**src/rtl/fetch_seq_pkg.sv**
```systemverilog
// fetch_seq_pkg: shared state encoding and opcode constants for the
// instruction fetch sequencer.
package fetch_seq_pkg;

  typedef enum logic [2:0] {
    S_IDLE      = 3'd0,
    S_FETCH     = 3'd1,
    S_WAIT      = 3'd2,
    S_IMM_FETCH = 3'd3,
    S_IMM_WAIT  = 3'd4,
    S_EXEC      = 3'd5,
    S_HALTED    = 3'd6
  } state_t;

  // Opcode field lives in the low nibble of every instruction word
  localparam int OPC_LSB = 0;
  localparam int OPC_MSB = 3;

  localparam logic [3:0] OP_MVI  = 4'b0001;
  localparam logic [3:0] OP_HALT = 4'b1111;

endpackage

```
**src/rtl/fetch_seq_wdog.sv**
```systemverilog
// fetch_seq_wdog: cycle counter that raises expire on the MAX_STEPS-th
// enabled cycle after a clear.
module fetch_seq_wdog #(
  parameter int MAX_STEPS = 8
) (
  input  logic clk,
  input  logic rst_n,
  input  logic clear,
  input  logic enable,
  output logic expire
);

  localparam int CW = $clog2(MAX_STEPS + 1);

  logic [CW-1:0] count;

  // Count enabled cycles since the last clear, saturating at the limit
  always_ff @(posedge clk or negedge rst_n) begin
    if (!rst_n) begin
      count <= '0;
    end else if (clear) begin
      count <= '0;
    end else if (enable && !expire) begin
      count <= count + 1'b1;
    end
  end

  assign expire = enable && (count == CW'(MAX_STEPS - 1));

endmodule

```
**src/rtl/fetch_seq.sv**
```systemverilog
// fetch_seq: instruction fetch sequencer between a synchronous instruction
// memory and the multi-cycle processor (DIN/Run/Done handshake).
// Optional EXEC watchdog: define FETCH_SEQ_WATCHDOG_EN.
module fetch_seq
  import fetch_seq_pkg::*;
#(
  parameter int ADDR_W     = 8,
  parameter int DATA_W     = 16,
  parameter int START_ADDR = 0,
  parameter int MAX_STEPS  = 8
) (
  input  logic              clk,
  input  logic              rst_n,
  input  logic              go,
  input  logic              halt,
  output logic [ADDR_W-1:0] mem_addr,
  output logic              mem_rd_en,
  input  logic [DATA_W-1:0] mem_data,
  output logic [DATA_W-1:0] din,
  output logic              run,
  input  logic              done,
  output logic [ADDR_W-1:0] pc,
  output logic              busy,
  output logic              fault
);

  localparam logic [ADDR_W-1:0] START_PC = ADDR_W'(START_ADDR);

  state_t            state;
  logic [DATA_W-1:0] ir;
  logic [DATA_W-1:0] imm;
  logic              first_exec;
  logic              halt_req;
  logic              wdog_expire;
  logic [3:0]        mem_op;
  logic [3:0]        ir_op;

  assign mem_op = mem_data[OPC_MSB:OPC_LSB];
  assign ir_op  = ir[OPC_MSB:OPC_LSB];

`ifdef FETCH_SEQ_WATCHDOG_EN
  logic fault_q;

  fetch_seq_wdog #(
    .MAX_STEPS(MAX_STEPS)
  ) u_wdog (
    .clk   (clk),
    .rst_n (rst_n),
    .clear (state != S_EXEC),
    .enable(state == S_EXEC),
    .expire(wdog_expire)
  );

  // Sticky fault: set on a watchdog timeout, cleared when Go resumes from HALTED
  always_ff @(posedge clk or negedge rst_n) begin
    if (!rst_n) begin
      fault_q <= 1'b0;
    end else if (state == S_EXEC && !done && wdog_expire) begin
      fault_q <= 1'b1;
    end else if (state == S_HALTED && go) begin
      fault_q <= 1'b0;
    end
  end

  assign fault = fault_q;
`else
  assign wdog_expire = 1'b0;
  assign fault       = 1'b0;
`endif

  // Main sequencer: walks fetch, optional immediate fetch and execute, owns PC
  always_ff @(posedge clk or negedge rst_n) begin
    if (!rst_n) begin
      state      <= S_IDLE;
      pc         <= START_PC;
      ir         <= '0;
      imm        <= '0;
      first_exec <= 1'b0;
      halt_req   <= 1'b0;
    end else begin
      if (halt && state != S_IDLE && state != S_HALTED) begin
        halt_req <= 1'b1;
      end
      case (state)
        S_IDLE: begin
          if (go) state <= S_FETCH;
        end
        S_FETCH: begin
          state <= S_WAIT;
        end
        S_WAIT: begin
          ir <= mem_data;
          pc <= pc + 1'b1;
          if (mem_op == OP_HALT) begin
            state    <= S_HALTED;
            halt_req <= 1'b0;
          end else if (mem_op == OP_MVI) begin
            state <= S_IMM_FETCH;
          end else begin
            state      <= S_EXEC;
            first_exec <= 1'b1;
          end
        end
        S_IMM_FETCH: begin
          state <= S_IMM_WAIT;
        end
        S_IMM_WAIT: begin
          imm        <= mem_data;
          pc         <= pc + 1'b1;
          state      <= S_EXEC;
          first_exec <= 1'b1;
        end
        S_EXEC: begin
          first_exec <= 1'b0;
          if (done) begin
            if (halt || halt_req) begin
              state    <= S_HALTED;
              halt_req <= 1'b0;
            end else begin
              state <= S_FETCH;
            end
          end else if (wdog_expire) begin
            state    <= S_HALTED;
            halt_req <= 1'b0;
          end
        end
        S_HALTED: begin
          if (go) state <= S_FETCH;
        end
        default: begin
          state <= S_IDLE;
        end
      endcase
    end
  end

  assign mem_rd_en = (state == S_FETCH) || (state == S_IMM_FETCH);
  assign mem_addr  = pc;
  assign run       = (state == S_EXEC);
  assign busy      = (state != S_IDLE) && (state != S_HALTED);
  assign din       = (state != S_EXEC)                  ? '0 :
                     (first_exec || ir_op != OP_MVI)    ? ir : imm;

endmodule

```
**config.mk**
```make
export PLATFORM = sky130hd
export DESIGN_NAME = fetch_seq
export DESIGN_NICKNAME = d
export VERILOG_FILES = /design/src/rtl/fetch_seq_pkg.sv /design/src/rtl/fetch_seq_wdog.sv /design/src/rtl/fetch_seq.sv
export SDC_FILE = /design/constraint.sdc
export NUM_CORES = 1
export LEC_CHECK = 0
export BUFFER_PORTS_ARGS = -buffer_cell sky130_fd_sc_hd__buf_2
export CORE_MARGIN = 2
export CORE_UTILIZATION = 53
export DETAILED_ROUTE_END_ITERATION = 6
export PLACE_DENSITY_LB_ADDON = 0.1
export SETUP_SLACK_MARGIN = 0.1
export SLEW_MARGIN = 20
export SYNTH_ARGS = -nofsm -noshare
export SYNTH_HDL_FRONTEND = slang
export SYNTH_SLANG_ARGS = --single-unit
```
**constraint.sdc**
```tcl
create_clock -name clk -period 2.2 [get_ports clk]
set_input_delay 0.11 -clock clk [delete_from_list [all_inputs] [get_ports clk]]
set_output_delay 0.11 -clock clk [all_outputs]
set_load 0.005 [all_outputs]
```
### After elaboration in Yosys (flattened, before gate mapping)

Index checks and enable logic that the tools add are counted.

| word-level totals | value |
|---|---|
| output and inout bits | 36 |
| logic and storage cells | 51 |
| bits in registers | 45 |

| cells by class | value |
|---|---|
| muxes and demuxes | 16 |
| $add $sub $neg | 1 |
| reductions and logical operators | 13 |
| equality and inequality tests | 15 |

Operators by type and width:

| kind | count |
|---|---|
| 16-bit two-way mux | 2 |
| 3-bit one-hot mux with 6 select lines | 1 |
| 3-bit two-way mux | 5 |
| 3-bit equality test, second input constant | 3 |
| 8-bit by 1-bit adder with 8-bit output, second input constant | 1 |
| 3-bit by 2-bit equality test with 1-bit output, second input constant | 2 |
| 1-bit two-way mux | 6 |
| 3-bit != test, second input constant | 2 |
| 3-bit nonzero test | 2 |
| 4-bit by 1-bit equality test with 1-bit output, second input constant | 1 |
| 4-bit equality test, second input constant | 1 |
| 2-bit by 1-bit != test with 1-bit output, second input constant | 2 |
| 2-bit != test, second input constant | 2 |
| 4-bit by 1-bit != test with 1-bit output, second input constant | 1 |
| 2-bit OR reduction | 2 |
| 3-bit by 1-bit equality test with 1-bit output, second input constant | 1 |
| 1-bit logical AND | 3 |
| 3-bit logical NOT | 1 |
| 1-bit logical OR | 3 |
| 1-bit one-hot mux with 3 select lines | 1 |
| 3-bit AND reduction | 1 |
| 1-bit one-hot mux with 2 select lines | 1 |
| 2-bit AND reduction | 1 |

### Depth between registers and ports, before layout

Gate-level depths: netlist of run 1.

| logic depth | value |
|---|---|
| word-level depth | 7 |
| mapped depth | 6 |
| depth with buffers taken out | 5 |

### Worst setup path before layout of run 1

Ideal clock, no wire load.

| timing path | value |
|---|---|
| path type | register to register |
| start | register state[1] |
| end | register imm[10] |
| cell stages (with the launch flop) | 5 |
| required time | 2,075 ps |
| setup time | 125 ps |
| data arrival time | 1,418 ps |
| clock period less this slack | 1,543 ps |
| path slack | 657 ps |
| cells stage by stage | dfrtp_1 buf_2 nor3b_4 buf_4 mux2_2 |

| on the way | value |
|---|---|
| longest elaborated chain between the ends | 1 |

RTL lines:

| element | RTL line | RTL |
|---|---|---|
| from (decl) | fetch_seq.sv:29 | `state_t state;` |
| from (signal assigned) | fetch_seq.sv:74 | `state <= S_IDLE;` |
| from (signal assigned) | fetch_seq.sv:86 | `if (go) state <= S_FETCH;` |
| from (signal assigned) | fetch_seq.sv:89 | `state <= S_WAIT;` |
| 3-bit equality test | fetch_seq.sv:84 | `case (state)` |
| to (signal assigned) | fetch_seq.sv:108 | `imm <= mem_data;` |
| to (decl) | fetch_seq.sv:31 | `logic [DATA_W-1:0] imm;` |

No other way between the ends.
A chain may end at the register's enable or synchronous reset.

### Worst setup path in the final report of run 1

| timing path | value |
|---|---|
| start | register ir[2] |
| end | output port din[0] |

| on the way | value |
|---|---|
| longest elaborated chain between the ends | 4 |

RTL lines:

| element | RTL line | RTL |
|---|---|---|
| from (decl) | fetch_seq.sv:30 | `logic [DATA_W-1:0] ir;` |
| from (signal assigned) | fetch_seq.sv:92 | `ir <= mem_data;` |
| 4-bit by 1-bit != test with 1-bit output | fetch_seq.sv:142 | `(first_exec \|\| ir_op != OP_MVI) ? ir : imm;` |
| 1-bit logical OR | fetch_seq.sv:142 |  |
| 16-bit two-way mux | fetch_seq.sv:142 |  |
| 16-bit two-way mux | fetch_seq.sv:141 | `assign din = (state != S_EXEC) ? '0 :` |
| to (decl) | fetch_seq.sv:19 | `output logic [DATA_W-1:0] din,` |

No other way between the ends.

==> flow_summary.json, run 1 <==
{
  "synth_top_area_share": 0.501,
  "final_nets": 275,
  "hold_depth": 2,
  "peakVddDrop_mv": 0.772,
  "synth_most_common_cell": "dfrtp_1",
  "cts_root_buffer": "clkbuf_8",
  "avgSynthCellArea_sq_um": 11.1,
  "die_w_um": 69.2,
  "dr.first_iter.drc_count": 78,
  "synth_flop_cell": "dfrtp_1",
  "ys_seq_elements": 45,
  "period_share": 0.886,
  "multi_input_area_sq_um": 1000,
  "rr_worst_depth": 3,
  "finalWirelength_mm": 4.72,
  "final_util": 0.665,
  "die_area_sq_um": 4780,
  "drt_pass1_iterations": 4,
  "fillCellCount": 349,
  "htree_levels": 2,
  "drv_slew": 0,
  "drt.antenna.violating_nets": 0,
  "post_cts_buffers": 0,
  "rows": 23,
  "path_max_fanout": 13,
  "area_growth_pct": 19.0,
  "r2r-start": "state[0]",
  "setup_viol": 0,
  "synth_area_leader_cell": "dfrtp_1",
  "syn_inst": 202,
  "netlist_top_cells_area": "dfrtp_1 50%, mux2_2 16%, buf_4 3.3%",
  "syn_nets": 224,
  "hold_violations": 0,
  "end_kind": "output pin",
  "clock_sinks": 45,
  "globalplace.congestion": 0.862,
  "yosysUniqueCellTypes": 36,
  "cellPowerDensity_nw_per_um2": 1420,
  "drc_errors": 0,
  "wl_per_cell_um": 15.5,
  "min_path_type": "in2reg",
  "num_vias": 1679,
  "clk_path_buf_depth": 2,
  "antenna_found_initial": 0,
  "grt_pass1_vias": 1567,
  "fmax_mhz": 513,
  "cp_data_required_time_ns": 2.09,
  "grt_start_max_net_pins": 20,
  "n_antenna_cell": 0,
  "outcome": "finished clean",
  "seq_area_sq_um": 1130,
  "reg2reg_slack_ns": 0.48,
  "syn-cell-area_sq_um": 2250,
  "arrival_ns": 1.84,
  "cp-start-kind": "flip-flop",
  "whs_endpoint": "ir[12]",
  "synthTopCellsByCount": "45 x dfrtp_1, 32 x mux2_2, 15 x o21ai_0",
  "clk_latency_ns": 0.30,
  "ys_seq_area_frac": 0.501,
  "grt_util_all_layers": 0.204,
  "via_per_inst": 5.52,
  "skew_ns": 0.00920,
  "fin_ws_ns": 0.252,
  "timing.max_cap.violations": 0,
  "core_area_sq_um": 4030,
  "post-dp-hpwl_mm": 3.33,
  "drive_above_1_share": 0.425,
  "clk_pin_slew_ns": 0.09,
  "p_leak_uw": 0.00124,
  "synthArstFlopShare": 1.00,
  "grt_pass1_wl_mm": 7.80,
  "io_pins": 57,
  "rsz0062_at_grt": "false",
  "dp_slack_ns": 0.502,
  "critPathKind": "reg2out",
  "worst_hold_slack_ns": 0.0505,
  "reg2reg_to": "imm[6]",
  "cts_buffers": 5,
  "die_h_um": 69.2,
  "tritoncts": "done",
  "yosysWarnings": 0,
  "io_buffers": 55,
  "initial_core_util": 0.558,
  "grt_overflow": 0,
  "synth_edf_count": 0,
  "setup_tns_ns": 0,
  "min-delay-start": "mem_data[12]",
  "fin_crit_ns": 1.95,
  "total_power_uw": 3800
}
[how the worst max path moves through the flow]
stage | start | endpoint | cells past startpoint
after global routing | ir[2] | din[7] | 4
final | ir[2] | din[0] | 3
after CTS | state[0] | din[6] | 4
after global placement | state[0] | din[6] | 4
after detailed placement | state[0] | imm[6] | 3
after floorplan | state[1] | imm[10] | 4
[logic make-up after synthesis]
| kind of cell | count (synthesis) | share of synthesized area |
|---|---|---|
| AO/OA/AOI/OAI | 43 | 0.111 |
| XOR/XNOR | 8 | 0.0345 |
| adder cells (fa/ha/maj) | 1 | 0.00556 |
| buffers and inverters | 24 | 0.0595 |
| flip-flops | 45 | 0.501 |
| multiplexers | 33 | 0.165 |
| other | 1 | 0.00167 |
| AND/OR/NAND/NOR | 47 | 0.122 |
[cells in the final DEF (no fill, tap or decap), drive strengths merged]
master       netlist  layout
a211o              1       1
a211oi             3       3
a21boi             2       2
a21oi             14      14
a22oi              1       1
a31oi              3       3
and2               1       1
buf               15      63
bufinv             0       1
clkbuf             5       7
conb               1       1
dfrtp             45      45
dlygate4sd3        0       1
ha                 1       1
inv                4       4
mux2              32      32
mux2i              1       1
nand2              7       7
nand3             14      14
nand4              2       2
nand4b             2       2
nor2               8       8
nor2b              1       1
nor3               4       4
nor3b              3       3
nor4b              3       3
o21ai             16      16
o22a               1       1
o311a              1       1
o311ai             1       1
or3                1       1
or4b               1       1
xnor2              1       1
xor2               7       7
[metrics by stage]
| step | cell area [sq um] | cells |
|---|---|---|
| finish | 2680 | 304 |
| floorplan | 2250 | 202 |
| global route | 2680 | 304 |
| CTS | 2670 | 304 |
| global placement | 2550 | 295 |
| detailed placement | 2550 | 295 |
[where the power goes]
group          internal [uW]  switching, uW  leakage [uW]  total [uW]
combinational            831            718      0.000642        1550
clock                    371            279     0.0000585         650
sequential              1240            370      0.000536        1610
[cell type report]
class | instances | share of cell area
Inverter | 4 | 0.00561
Multi-Input combinational cell | 133 | 0.373
Tap cell | 50 | 0.0234
Clock inverter | 1 | 0.0112
Sequential cell | 45 | 0.421
Timing Repair Buffer | 64 | 0.134
Clock buffer | 7 | 0.0322
[repair_timing]
item	in CTS	in global routing
hold buffers	1	0
gates resized for setup	0	1
hold endpoints to repair	15	0
endpoints found under the setup margin	0	1
[state kept, by name (all words and copies together), names as in the netlist]
signal      flops
imm            16
ir             16
mem_addr        8
state           3
first_exec      1
halt_req        1
[layer usage]
| metal | GRT usage | up-vias | routed length, um |
|---|---|---|---|
| li1 | - | 817 | - |
| met1 | 0.299 | 816 | 2340 |
| met2 | 0.308 | 41 | 2140 |
| met3 | 0.0497 | 5 | 196 |
| met4 | 0.0458 | 0 | 40 |
| met5 | 0 | - | 0 |
[critical path, cell delays in order (launching register included)]
cell	delay (ns)
dfrtp_1	0.44
or4b_4	0.65
o311a_1	0.32
buf_2	0.13
Note: power is estimated with default switching activity, not from simulation.
==> inputs of run 2 (changes only) <==
--- a/constraint.sdc
+++ b/constraint.sdc
@@ -3,2 +3,2 @@
 set_output_delay 0.11 -clock clk [all_outputs]
-set_load 0.005 [all_outputs]
+set_load 0.05 [all_outputs]
==> flow_summary.json, run 2 (synthesis gave the netlist of run 1 again) <==
{
  "use_met1": 0.275,
  "die_area_sq_um": 4780,
  "globalplace.congestion": 0.776,
  "clk_latency_ns": 0.30,
  "initial_core_util": 0.558,
  "grt_use_met3": 0.0453,
  "area_growth_pct": 18.6,
  "grt_pass1_wl_mm": 7.73,
  "cts_resized": 0,
  "antenna_found_initial": 0,
  "worst_hold_slack_ns": 0.0524,
  "htree_levels": 2,
  "grt_util_all_layers": 0.199,
  "outcome": "finished clean",
  "num_vias": 1700,
  "drc_errors": 0,
  "core_area_sq_um": 4030,
  "wl_per_cell_um": 15.1,
  "post-dp-hpwl_mm": 3.18,
  "rsz0062_at_grt": "false",
  "fillCellCount": 340,
  "drt_pass1_iterations": 4,
  "drt.antenna.violating_nets": 0,
  "use_met2": 0.316,
  "dr.first_iter.drc_count": 53,
  "rows": 23,
  "fin_crit_ns": 1.99,
  "via_per_inst": 5.54,
  "skew_ns": 0.00505,
  "io_buffers": 55,
  "dp.cells": 298,
  "peakVddDrop_mv": 0.706,
  "setup_viol": 0,
  "clock_sinks": 45,
  "final_cell_mix": "55 x buf_2, 45 x dfrtp_1, 32 x mux2_2",
  "fmax_mhz": 503,
  "path_max_fanout": 13,
  "critPathKind": "reg2out",
  "die_w_um": 69.2,
  "grt_pass1_vias": 1601,
  "hold_violations": 0,
  "clk_pin_slew_ns": 0.08,
  "grt_overflow": 0,
  "drv_slew": 0,
  "final_common_cell": "buf_2",
  "final_nets": 278,
  "final_cells": 307,
  "min_path_type": "in2reg",
  "cp-start-kind": "flip-flop",
  "p_leak_uw": 0.00124,
  "worstPathCellList": "or4b_4, o311a_1, buf_2",
  "cts_buffers": 5,
  "die_h_um": 69.2,
  "cellPowerDensity_nw_per_um2": 1680,
  "grt.busiest_layer": "met2",
  "cp_data_required_time_ns": 2.09,
  "post_cts_buffers": 0,
  "tritoncts": "done",
  "io_pins": 57,
  "end_kind": "output pin",
  "setup_tns_ns": 0,
  "slowest_stage": "or4b_4",
  "clk_path_buf_depth": 2,
  "timing.max_cap.violations": 0,
  "arrival_ns": 1.88,
  "critical_path.max_stage_delay_ns": 0.64,
  "drive_above_1_share": 0.432,
  "cts_root_buffer": "clkbuf_8",
  "period_share": 0.903,
  "finalWirelength_mm": 4.63,
  "n_antenna_cell": 0,
  "grt_start_max_net_pins": 19
}
==> run 2: final cells by class <==
type / count / area (sq um) / share of cell area
Sequential cell: 45 / 1130 / 0.422
Inverter: 4 / 15.0 / 0.00563
Clock buffer: 7 / 96.3 / 0.0361
Tap cell: 50 / 62.6 / 0.0235
Multi-Input combinational cell: 133 / 995 / 0.373
Clock inverter: 1 / 5.00 / 0.00188
Timing Repair Buffer: 67 / 368 / 0.138
==> run 2: path summary, 6_finish.rpt <==
kind	end	cells after the start	slack [ns]	from
max in group asynchronous	imm[6]	3	1.36	rst_n
worst min-delay path	ir[11]	2	0.05	mem_data[11]
min in group asynchronous	state[0]	2	0.27	rst_n
worst max register to register	ir[7]	3	0.57	state[0]
worst max-delay path	din[0]	3	0.21	ir[2]
worst min register to register	mem_addr[7]	1	0.49	mem_addr[7]
==> run 2: per-layer routing <==
layer	share of wire	vias up
li1	-	830
met1	0.49	825
met2	0.46	39
met3	0.044	6
met4	0.012	0
met5	0	-
==> run 2: worst max-delay path: cells and delay by family (launching register included) <==
family          cells  cell delay, ns
flops               1            0.42
simple gates        1            0.64
compound gates      1            0.32
buf+inv             1            0.21
==> run 2: metrics by stage <==
| step | worst slack (ns) | area, sq um | power (uW) | utilization |
|---|---|---|---|---|
| after global routing | 0.123 | 2670 | 4750 | 0.662 |
| after floorplan | 0.136 | 2250 | 3450 | - |
| after global placement | 0.539 | 2560 | 3920 | 0.634 |
| after detailed placement | 0.530 | 2560 | 3960 | 0.634 |
| after CTS | 0.192 | 2670 | 4530 | 0.662 |
| final | 0.212 | 2670 | 4490 | 0.662 |
==> run 2: timing repair <==
action                                  CTS  global route
hold endpoints to repair                 16             0
hold buffers                              1             0
endpoints found under the setup margin    0             0
==> run 2: power by group <==
| part | internal [uW] | switching [uW] |
|---|---|---|
| registers | 1240 | 299 |
| logic | 852 | 1540 |
| clock network | 284 | 273 |
| total | 2370 | 2110 |
==> inputs of run 3 (changes only) <==
CORE_UTILIZATION = 45   (was 53)
==> flow_summary.json, run 3 (synthesis gave the netlist of run 1 again) <==
{
  "outcome": "finished clean",
  "cp_data_required_time_ns": 2.09,
  "io_pins": 57,
  "grt.busiest_layer": "met2",
  "drc_errors": 0,
  "initial_core_util": 0.470,
  "grt_util_all_layers": 0.187,
  "antenna_found_initial": 0,
  "skew_ns": 0.00440,
  "cts_root_buffer": "clkbuf_8",
  "globalplace.congestion": 0.750,
  "drt_pass1_iterations": 4,
  "clk_path_buf_depth": 2,
  "fin_crit_ns": 2.00,
  "worst_slew_pin_slew_ns": 0.617,
  "num_vias": 1677,
  "cp-start-kind": "flip-flop",
  "grt_pass1_wl_mm": 7.87,
  "rows": 25,
  "use_met1": 0.260,
  "area_growth_pct": 20.6,
  "use_met2": 0.304,
  "end_kind": "output pin",
  "final_common_cell": "buf_2",
  "via_per_inst": 5.19,
  "p_leak_uw": 0.00124,
  "timing.max_cap.violations": 0,
  "clk_pin_slew_ns": 0.09,
  "setup_tns_ns": 0,
  "tritoncts": "done",
  "n_antenna_cell": 0,
  "wl_per_cell_um": 15.0,
  "cellPowerDensity_nw_per_um2": 1690,
  "grt_use_met3": 0.0281,
  "die_h_um": 74.7,
  "die_w_um": 74.7,
  "fillCellCount": 443,
  "post-dp-hpwl_mm": 3.41,
  "io_buffers": 55,
  "placed_area_sq_um": 2580,
  "drive_above_1_share": 0.430,
  "htree_levels": 2,
  "finalInstanceArea_sq_um": 2710,
  "rsz0062_at_grt": "true",
  "drt.antenna.violating_nets": 0,
  "cts_buffers": 5,
  "min_path_type": "in2reg",
  "finalWirelength_mm": 4.84,
  "grt_overflow": 0,
  "arrival_ns": 1.89,
  "grt_start_max_net_pins": 28,
  "hold_violations": 0,
  "relSlewSlack": 0.589,
  "grt_pass1_vias": 1600,
  "critPathKind": "reg2out",
  "setup_viol": 0,
  "drv_slew": 0,
  "period_share": 0.911,
  "die_area_sq_um": 5580,
  "path_max_fanout": 13,
  "core_area_sq_um": 4790,
  "clock_sinks": 45,
  "peakVddDrop_mv": 0.643,
  "final_nets": 277,
  "clk_latency_ns": 0.29,
  "fmax_mhz": 499,
  "dr.first_iter.drc_count": 86,
  "final_cell_mix": "54 x buf_2, 44 x dfrtp_1, 32 x mux2_2"
}
==> run 3: cell count changes in the layout (fill, tap and decap cells not counted), sizes merged <==
| cell | change |
|---|---|
| clkinv | -1 |
| buf | -2 |
| clkbuf | +1 |
| bufinv | +1 |
==> run 3: stage by stage <==
| stage | std cells | util | setup slack [ns] | hold WS [ns] | power [uW] |
|---|---|---|---|---|---|
| after global routing | 323 | 0.567 | 0.0957 | 0.0513 | 4890 |
| after global placement | 314 | 0.540 | 0.495 | 0.165 | 3950 |
| final | 323 | 0.567 | 0.196 | 0.0558 | 4590 |
| after floorplan | 202 | - | 0.136 | -0.186 | 3450 |
| after CTS | 323 | 0.566 | 0.163 | 0.0475 | 4640 |
| after detailed placement | 314 | 0.540 | 0.478 | 0.167 | 3980 |
==> run 3: final cells by class <==
class | instances | area, sq um | area share
repair buffers | 66 | 375 | 0.138
clock buffers | 7 | 86.3 | 0.0318
well taps | 67 | 83.8 | 0.0309
clock inverters | 1 | 30.0 | 0.0111
multi-input cells | 133 | 995 | 0.367
flip-flops and latches | 45 | 1130 | 0.416
inverters | 4 | 15.0 | 0.00554
==> run 3: metal layers <==
layer  share of wire  wire length (um)
met4           0.012                56
met2            0.47              2280
met3           0.038               182
met5               0                 0
met1            0.48              2320
==> run 3: report_power, final <==
part           total (uW)  leakage (uW)  internal, uW  switching (uW)
logic                2380      0.000651           857            1520
registers            1570      0.000535          1240             328
clock network         650     0.0000585           371             280
==> run 3: worst paths after layout <==
| path | slack [ns] | from | cells past startpoint | endpoint |
|---|---|---|---|---|
| max | 0.20 | ir[2] | 3 | din[0] |
| min | 0.06 | mem_data[15] | 2 | imm[15] |
| max reg2reg | 0.52 | state[0] | 3 | ir[5] |
| min reg2reg | 0.48 | mem_addr[7] | 1 | mem_addr[7] |
| max in group asynchronous | 1.26 | rst_n | 3 | imm[8] |
| min in group asynchronous | 0.36 | rst_n | 2 | mem_addr[5] |
==> run 3: critical path, cell delays in order, from the launching register on <==
cell     delay, ns
dfrtp_1       0.42
or4b_4        0.65
o311a_1       0.32
buf_2         0.21
==> run 3: repair_timing <==
action                                  CTS  global route
buffers inserted                          0             0
hold endpoints to repair                 25             0
endpoints found under the setup margin    0             6
hold buffers                              1             0
gates resized for setup                   0             4
